===== config.mk =====
export PLATFORM = sky130hd
export DESIGN_NAME = alu_mc
export DESIGN_NICKNAME = d
export VERILOG_FILES = /design/src/rtl/alu_mc_pkg.sv /design/src/rtl/mdu_iter.sv /design/src/rtl/alu_mc.sv
export SDC_FILE = /design/constraint.sdc
export NUM_CORES = 1
export LEC_CHECK = 0
export CAP_MARGIN = 40
export CORE_ASPECT_RATIO = 1.25
export CORE_UTILIZATION = 60
export DETAILED_ROUTE_END_ITERATION = 16
export PLACE_DENSITY = 0.84
export SLEW_MARGIN = 20
export SYNTH_ARGS = -nofsm -noshare
export SYNTH_HDL_FRONTEND = slang
export SYNTH_SLANG_ARGS = --single-unit
export TNS_END_PERCENT = 30

===== constraint.sdc =====
create_clock -name i_clk -period 2.2 [get_ports i_clk]
set_input_delay 0.22 -clock i_clk [delete_from_list [all_inputs] [get_ports i_clk]]
set_output_delay 0.22 -clock i_clk [all_outputs]
set_load 0.02 [all_outputs]

===== src/rtl/alu_mc_pkg.sv =====
// Shared types for the multi-cycle ALU: opcode and FSM state encodings plus opcode helpers.
package alu_mc_pkg;

   typedef enum logic [4:0] {
      ADD    = 5'd0,
      SUB    = 5'd1,
      SLL    = 5'd2,
      SLT    = 5'd3,
      SLTU   = 5'd4,
      XOR    = 5'd5,
      SRL    = 5'd6,
      SRA    = 5'd7,
      OR     = 5'd8,
      AND    = 5'd9,
      MUL    = 5'd10,
      MULH   = 5'd11,
      MULHSU = 5'd12,
      MULHU  = 5'd13,
      DIV    = 5'd14,
      DIVU   = 5'd15,
      REM    = 5'd16,
      REMU   = 5'd17
   } alu_op_e;

   typedef enum logic [1:0] {
      IDLE = 2'd0,
      CALC = 2'd1,
      FIX  = 2'd2
   } state_e;

   function automatic logic is_mext(input alu_op_e op);
      return (op >= MUL) && (op <= REMU);
   endfunction

endpackage


===== src/rtl/mdu_iter.sv =====
// Iterative multiply/divide core: shift-add multiply and restoring divide on operand
// magnitudes, one bit per cycle, with sign correction on the finished result.
module mdu_iter
   import alu_mc_pkg::*;
#(
   parameter int unsigned XLEN = 32
) (
   input  logic            clk,
   input  logic            rst,
   input  logic            start,
   input  alu_op_e         op,
   input  logic [XLEN-1:0] a,
   input  logic [XLEN-1:0] b,
   output logic            done_c,
   output logic [XLEN-1:0] result_c
);

   localparam int unsigned SHW = $clog2(XLEN);
   localparam int unsigned CW  = SHW + 1;

   alu_op_e         op_q;
   logic            div_q;
   logic            sign_a;
   logic            sign_b;
   logic            active;
   logic [CW-1:0]   cnt;
   logic [XLEN-1:0] hi;
   logic [XLEN-1:0] lo;
   logic [XLEN-1:0] mb;

   logic            is_div_c;
   logic            sa_c;
   logic            sb_c;
   logic [XLEN-1:0] mag_a_c;
   logic [XLEN-1:0] mag_b_c;

   logic [XLEN:0]   msum;
   logic [XLEN:0]   dtrial;
   logic [XLEN:0]   ddiff;
   logic            dfit;
   logic [XLEN-1:0] hi_n;
   logic [XLEN-1:0] lo_n;

   logic [2*XLEN-1:0] prod;
   logic [2*XLEN-1:0] prod_fix;
   logic [XLEN-1:0]   quo_fix;
   logic [XLEN-1:0]   rem_fix;

   // Operand signedness follows the RISC-V M definitions (MULHSU: A signed, B unsigned).
   assign is_div_c = (op == DIV) || (op == DIVU) || (op == REM) || (op == REMU);
   assign sa_c     = a[XLEN-1] && ((op == MULH) || (op == MULHSU) || (op == DIV) || (op == REM));
   assign sb_c     = b[XLEN-1] && ((op == MULH) || (op == DIV) || (op == REM));
   assign mag_a_c  = sa_c ? -a : a;
   assign mag_b_c  = sb_c ? -b : b;

   assign done_c = active && (cnt == CW'(XLEN - 1));

   // One iteration: hi/lo hold the partial product (multiplier in lo) or remainder/quotient.
   always_comb begin
      msum   = {1'b0, hi} + (lo[0] ? {1'b0, mb} : {(XLEN+1){1'b0}});
      dtrial = {hi, lo[XLEN-1]};
      ddiff  = dtrial - {1'b0, mb};
      dfit   = (dtrial >= {1'b0, mb});
      if (div_q) begin
         hi_n = XLEN'(dfit ? ddiff : dtrial);
         lo_n = {lo[XLEN-2:0], dfit};
      end else begin
         hi_n = msum[XLEN:1];
         lo_n = {msum[0], lo[XLEN-1:1]};
      end
   end

   always_ff @(posedge clk or posedge rst) begin
      if (rst) begin
         op_q   <= ADD;
         div_q  <= 1'b0;
         sign_a <= 1'b0;
         sign_b <= 1'b0;
         active <= 1'b0;
         cnt    <= '0;
         hi     <= '0;
         lo     <= '0;
         mb     <= '0;
      end else if (start) begin
         op_q   <= op;
         div_q  <= is_div_c;
         sign_a <= sa_c;
         sign_b <= sb_c;
         active <= 1'b1;
         cnt    <= '0;
         hi     <= '0;
         lo     <= is_div_c ? mag_a_c : mag_b_c;
         mb     <= is_div_c ? mag_b_c : mag_a_c;
      end else if (active) begin
         hi  <= hi_n;
         lo  <= lo_n;
         cnt <= cnt + CW'(1);
         if (done_c) begin
            active <= 1'b0;
         end
      end
   end

   // Sign correction: quotient takes sign(A)^sign(B), remainder takes sign(A).
   always_comb begin
      prod     = {hi, lo};
      prod_fix = (sign_a ^ sign_b) ? -prod : prod;
      quo_fix  = (sign_a ^ sign_b) ? -lo : lo;
      rem_fix  = sign_a ? -hi : hi;
      case (op_q)
         MUL:                 result_c = prod_fix[XLEN-1:0];
         MULH, MULHSU, MULHU: result_c = prod_fix[2*XLEN-1:XLEN];
         DIV, DIVU:           result_c = quo_fix;
         REM, REMU:           result_c = rem_fix;
         default:             result_c = '0;
      endcase
   end

endmodule


===== src/rtl/alu_mc.sv =====
// Multi-cycle execute-stage ALU with valid/ready handshakes on both sides.
// Define ALU_MC_MEXT_EN to build the iterative RV32M multiply/divide path.
module alu_mc
   import alu_mc_pkg::*;
#(
   parameter int unsigned XLEN = 32
) (
   input  logic            i_clk,
   input  logic            i_reset,
   input  logic            i_valid,
   output logic            o_ready,
   input  logic [XLEN-1:0] i_op_a,
   input  logic [XLEN-1:0] i_op_b,
   input  logic [4:0]      i_alu_op,
   output logic            o_valid,
   input  logic            i_ready,
   output logic [XLEN-1:0] o_alu_data,
   output logic            o_busy
);

   localparam int unsigned SHW = $clog2(XLEN);

   state_e          state;
   state_e          state_n;
   logic            valid_n;
   logic [XLEN-1:0] data_n;
   alu_op_e         op;
   logic [SHW-1:0]  shamt;
   logic            accept;
   logic [XLEN-1:0] base_c;
   logic            iter_c;
   logic [XLEN-1:0] result_c;

   assign op      = alu_op_e'(i_alu_op);
   assign shamt   = i_op_b[SHW-1:0];
   assign o_ready = (state == IDLE) && (!o_valid || i_ready);
   assign accept  = i_valid && o_ready;

   // Single-cycle base ALU; unassigned and (when not built) M-extension opcodes yield zero.
   always_comb begin
      base_c = '0;
      case (op)
         ADD:     base_c = i_op_a + i_op_b;
         SUB:     base_c = i_op_a - i_op_b;
         SLL:     base_c = i_op_a << shamt;
         SLT:     base_c = XLEN'($signed(i_op_a) < $signed(i_op_b));
         SLTU:    base_c = XLEN'(i_op_a < i_op_b);
         XOR:     base_c = i_op_a ^ i_op_b;
         SRL:     base_c = i_op_a >> shamt;
         SRA:     base_c = XLEN'($signed(i_op_a) >>> shamt);
         OR:      base_c = i_op_a | i_op_b;
         AND:     base_c = i_op_a & i_op_b;
         default: base_c = '0;
      endcase
   end

`ifdef ALU_MC_MEXT_EN
   localparam logic [XLEN-1:0] MIN_NEG = {1'b1, {(XLEN-1){1'b0}}};

   logic            div_zero_c;
   logic            div_ovf_c;
   logic            start;
   logic            mdu_done_c;
   logic [XLEN-1:0] mdu_result_c;

   // Divide-by-zero and signed overflow finish in IDLE without iterating.
   assign div_zero_c = ((op == DIV) || (op == DIVU) || (op == REM) || (op == REMU))
                       && (i_op_b == '0);
   assign div_ovf_c  = ((op == DIV) || (op == REM)) && (i_op_a == MIN_NEG) && (i_op_b == '1);
   assign iter_c     = is_mext(op) && !div_zero_c && !div_ovf_c;

   always_comb begin
      result_c = base_c;
      if (div_zero_c) begin
         result_c = ((op == DIV) || (op == DIVU)) ? '1 : i_op_a;
      end else if (div_ovf_c) begin
         result_c = (op == DIV) ? i_op_a : '0;
      end
   end

   mdu_iter #(
      .XLEN (XLEN)
   ) u_mdu (
      .clk      (i_clk),
      .rst      (i_reset),
      .start    (start),
      .op       (op),
      .a        (i_op_a),
      .b        (i_op_b),
      .done_c   (mdu_done_c),
      .result_c (mdu_result_c)
   );

   assign o_busy = (state != IDLE);
`else
   assign iter_c   = 1'b0;
   assign result_c = base_c;
   assign o_busy   = 1'b0;
`endif

   // Next state and output register; a drain and a new accept may share one edge.
   always_comb begin
      state_n = state;
      valid_n = o_valid;
      data_n  = o_alu_data;
`ifdef ALU_MC_MEXT_EN
      start   = 1'b0;
`endif
      if (o_valid && i_ready) begin
         valid_n = 1'b0;
      end
      case (state)
         IDLE: begin
            if (accept) begin
               if (iter_c) begin
`ifdef ALU_MC_MEXT_EN
                  start   = 1'b1;
`endif
                  state_n = CALC;
               end else begin
                  valid_n = 1'b1;
                  data_n  = result_c;
               end
            end
         end
`ifdef ALU_MC_MEXT_EN
         CALC: begin
            if (mdu_done_c) begin
               state_n = FIX;
            end
         end
         FIX: begin
            valid_n = 1'b1;
            data_n  = mdu_result_c;
            state_n = IDLE;
         end
`endif
         default: state_n = IDLE;
      endcase
   end

   always_ff @(posedge i_clk or posedge i_reset) begin
      if (i_reset) begin
         state      <= IDLE;
         o_valid    <= 1'b0;
         o_alu_data <= '0;
      end else begin
         state      <= state_n;
         o_valid    <= valid_n;
         o_alu_data <= data_n;
      end
   end

endmodule

==> impl_metrics.yaml, run 1 <==
logic_synthesis:
  async_reset_ff_share_pct: 100.0
  ys_seq_area_share_pct: 8.260
  syn_inst: 1405
  synth_edf_count: 0
  syn_nets: 1579
  ys.flop_type: "dfrtp_1"
  mappedNetlistArea_um2: 9997
  yosysWarningCount: 0
  synth-seq-cells: 33
  avgSynthCellArea_um2: 7.115
  yosysUniqueCellTypes: 86
floorplan:
  die_x_um: 117.5
  die_height_um: 146.3
  rows: 52
  ios: 108
  initial_core_util_pct: 61.46
global_route:
  overflow: 674
  grt_pass1_wl_um: 124100
  track_usage_pct: 91.69
  grt_pass1_vias: 19660
  grt_start_max_net_pins: 69
run_status:
  status: "did not finish"
  tool.error: "[ERROR GRT-0116] Global routing finished with congestion. Check the congestion regions in the DRC Viewer."
  lastStage: "global routing (5_1_grt)"
placed_design:
  place_ws_ps: -1476
  dp.cells: 2057
  io_buffers: 106
  place.gp.congestion: 1.208
  dpl.hpwl_um: 41260
cts:
  cts_made_buffers: 5
  cts_buffer_depth: 2
  cts_sinks: 33
  cts_max_level: 2
  cts_root_buf: "clkbuf_16"
stage by stage:
step / area [um2] / util (%)
detailed placement: 14310 / 87.95
CTS: 15350 / 94.38
floorplan: 10230 / -
global placement: 14310 / 87.95
synth_stat cells, drive strengths merged, types with 13 or more instances:
cell type,n,share of area [%]
mux4,37,8.3
a221oi,15,1.3
o221ai,14,1.3
nor2,134,5.0
a21o,17,1.3
mux2,16,1.8
ha,99,12
o211ai,33,2.5
dfrtp,33,8.3
nand2,137,5.1
a22oi,13,0.98
nand3,29,1.5
mux2i,56,5.6
clkbuf,65,2.6
buf,44,2.6
nor3,52,2.7
a21oi,145,7.3
o31ai,13,0.98
a211oi,31,2.4
inv,97,3.6
o21bai,15,1.1
xnor2,21,1.8
o21ai,116,5.9
per-layer routing:
| metal | global-route usage, % | GRT overflow |
|---|---|---|
| met5 | 54.83 | 5 |
| met4 | 98.46 | 201 |
| met3 | 74.69 | 11 |
| met2 | 110.3 | 448 |
| met1 | 87.56 | 9 |
kinds of logic after synthesis:
logic type	count (synthesis)	synth area share, %
AO/OA/AOI/OAI	496	32.22
XOR/XNOR	26	2.278
adder cells (fa/ha/maj)	101	12.79
buffers and inverters	208	8.999
flip-flops	33	8.260
multiplexers	109	15.74
other	1	0.03751
AND/OR/NAND/NOR	431	19.67
what timing repair did:
action | 4_1_cts
pin swaps | 79
hold buffers | 0
gates resized for setup | 202
gates cloned | 2
buffers inserted | 20
endpoints found under the setup margin | 32
==> run 2, diff against run 1 <==
- CORE_ASPECT_RATIO: 1.25 -> not set
- CORE_UTILIZATION: 60 -> 40
- PLACE_DENSITY: 0.84 -> not set
- PLACE_DENSITY_LB_ADDON: not set -> 0.15
==> run 2 against run 1 <==
Against the previous run: the flow now finishes, with violations (setup timing); synthesized area did not move; synthesized cell count did not move.
==> impl_metrics.yaml, run 2 <==
cts:
  clkTransAtPathRegs_ps: 70
  cts_root_buf: "clkbuf_16"
  cts_tree: "yes"
  cts_buffer_depth: 2
  clkLatencyLatePin_ps: 300
  cts_max_level: 2
  cts_made_buffers: 5
  cts_sinks: 33
  postCtsHoldBufs: 0
final_layout:
  reg.largest.list: "o_alu_data: 32 flops, o_valid: 1 flops"
  syn_to_final_growth_pct: 68.90
  largest_reg_flops: 32
  fin_util_pct: 69.23
  n_fill_cell: 2112
  regMostFlops: "o_alu_data"
  layout-drive-gt1-share_pct: 45.66
  fin_nets: 2122
  final_common_cell: "buf_4"
  insertedDiodeCount: 0
  regArea_um2: 825.8
  multiInputGateArea_um2: 9573
  mostFrequentLayoutCells: "476 x buf_4, 133 x nand2_1, 120 x nor2_1"
  finalInstanceArea_um2: 16880
placed_design:
  dpl.hpwl_um: 42040
  io_buffers: 106
  place.gp.congestion: 1.018
  place_area_um2: 14770
worst_hold_path:
  hold_class: "primary input to asynchronous set/reset pin"
setup_path:
  path_buf_inv: 3
  critPathTopFamily: "compound AO/OA/AOI/OAI gates"
  critPathKind: "primary input to flip-flop"
  end_kind: "flip-flop"
  crit_arrival_ps: 2970
  max_stage_delay_ps: 410
  crit_chain: "buf_8 > ha_4 > inv_2 > fa_2 > and2b_1 > o211ai_1 > a311o_1 > a211oi_2 > a31oi_2 > or2_4 > buf_6 > xnor2_2 > o221ai_1 > a22o_1"
  required_ps: 2390
  start_kind: "primary input"
  cp_slowest_cell: "a311o_1"
  worstPathMaxFanout: 2
floorplan:
  rows: 57
  design.core.area_um2: 24390
  die_x_um: 160.1
  ios: 108
  dieArea_um2: 25630
  die_height_um: 160.1
  initial_core_util_pct: 40.99
route:
  drc: 0
  drt-total-wl_um: 53230
  dr_total_vias: 13800
  wire_per_inst_um: 23.42
  drtPass1Iterations: 6
  antenna_left: 0
  via_per_inst: 6.069
  drt-initial-drc-count: 1392
logic_synthesis:
  synth_most_common_cell: "a21oi_1"
  yosys-mux-area-fraction_pct: 15.74
  synthXorXnorAreaFrac_pct: 2.278
  avgSynthCellArea_um2: 7.115
  syn_nets: 1579
  synth-seq-cells: 33
  synth_edf_count: 0
  mappedNetlistArea_um2: 9997
  yosysTopAreaCell: "ha_1"
  yosysUniqueCellTypes: 86
  synthTopCellsByArea: "ha_1 12%, mux4_2 8.3%, dfrtp_1 8.3%"
  ys.flop_type: "dfrtp_1"
  synth_common_cells: "145 x a21oi_1, 137 x nand2_1, 134 x nor2_1, 99 x ha_1, 91 x inv_1"
  yosysWarningCount: 0
  ys_seq_area_share_pct: 8.260
  synth_top_area_share_pct: 12.39
  synth_compound_area_share_pct: 32.22
  synth_fa_ha_area_share_pct: 12.79
  syn_inst: 1405
  async_reset_ff_share_pct: 100.0
  synth-simple-area-share_pct: 19.67
  synth_top_family_by_area: "compound AO/OA/AOI/OAI gates"
pwr:
  peakVddDrop_mv: 0.2648
  p_leak_nw: 7.476
  p_per_area_nw_per_um2: 334.5
global_route:
  grt_pass1_vias: 13100
  grt_start_max_net_pins: 69
  overflow: 0
  track_usage_pct: 40.41
  antenna_found_initial: 0
  grt_pass1_wl_um: 78870
timing:
  fin_skew_ps: 8.064
  fin_ws_ps: -581.8
  finalHoldViolCount: 0
  drv_slew: 0
  worstMarginPinSlew_ps: 718.5
  fin_crit_ps: 2782
  rsz0062_at_grt: "true"
  max_slew_margin_pct: 52.10
  clock.fmax_ghz: 0.3595
  setup_violations: 31
  finalCritPeriodShare_pct: 126.4
  whs_ps: 335.7
run_status:
  status: "complete, but fails checks"
  violations: "setup timing"
job:
  max-cap-violations: 0
## run 2: cell counts after synthesis
Identical to the previous run, type by type.
## run 2: logic make-up (layout without fill, tap and decap cells)
kind of cell	count (synthesis)	in the layout
other cells	1	1
mux	109	109
compound gates	496	496
simple gates	431	431
flops	33	33
buf+inv	208	752
xor+xnor	26	26
fa+ha+maj	101	101
## run 2: where the power goes
part | switching (W) | leakage (nW) | internal, W
combinational | 0.00213 | 6.94 | 0.00198
sequential | 0.0000291 | 0.450 | 0.000637
clock | 0.000312 | 0.0841 | 0.000567
total | 0.00247 | 7.48 | 0.00318
## run 2: what timing repair did
action	in CTS	in global routing
cloned	2	1
pin swaps	93	39
resized for setup	388	75
setup endpoints to repair	32	32
setup buffers	51	14
## run 2: path summary, 6_finish.rpt
path	slack, ps	end	start	cells past startpoint
setup reg to reg	140	o_alu_data[17]	o_valid	8
hold reg to reg	480	o_alu_data[1]	o_alu_data[1]	1
max in group asynchronous	1490	o_alu_data[31]	i_reset	3
setup / recovery	-580	o_alu_data[20]	i_op_b[0]	14
hold / removal	340	o_alu_data[26]	i_reset	3
min in group i_clk	480	o_alu_data[1]	o_alu_data[1]	1
## run 2: worst register-to-register path, delay by kind of cell, from the launching register on
kind | cells | cell delay, ps
AO/OA/AOI/OAI | 2 | 140
AND/OR/NAND/NOR | 5 | 1280
flip-flops | 1 | 370
buffers and inverters | 1 | 230
## run 2: layout make-up
class,count,share of cell area [%]
clock inverter,1,0.1778
timing repair buffer,645,32.59
clock buffer,7,0.8448
multi-input combinational,1164,56.70
tap,324,2.401
sequential,33,4.891
inverter,99,2.401
## run 2: routing by layer
| layer | vias up | GRT usage, % | share of wire, % |
|---|---|---|---|
| met1 | 6595 | 53.36 | 41 |
| met5 | - | 0 | 0 |
| li1 | 6276 | - | - |
| met2 | 788 | 64.39 | 44 |
| met3 | 136 | 6.078 | 9.0 |
| met4 | 0 | 19.22 | 5.8 |
## run 2: stage by stage
step | power, W | worst slack (ps) | instances | setup TNS (ps)
6_report | 0.005649 | -581.8 | 2273 | -7898
3_3_place_gp | 0.004060 | -1309 | 2200 | -28910
3_5_place_dp | 0.004069 | -1404 | 2200 | -29810
2_1_floorplan | 0.002387 | -719.3 | 1405 | -8231
5_1_grt | 0.005892 | -624.3 | 2273 | -10790
4_1_cts | 0.005410 | -490.2 | 2261 | -5979
No activity file was read; power rests on OpenSTA's default activity.
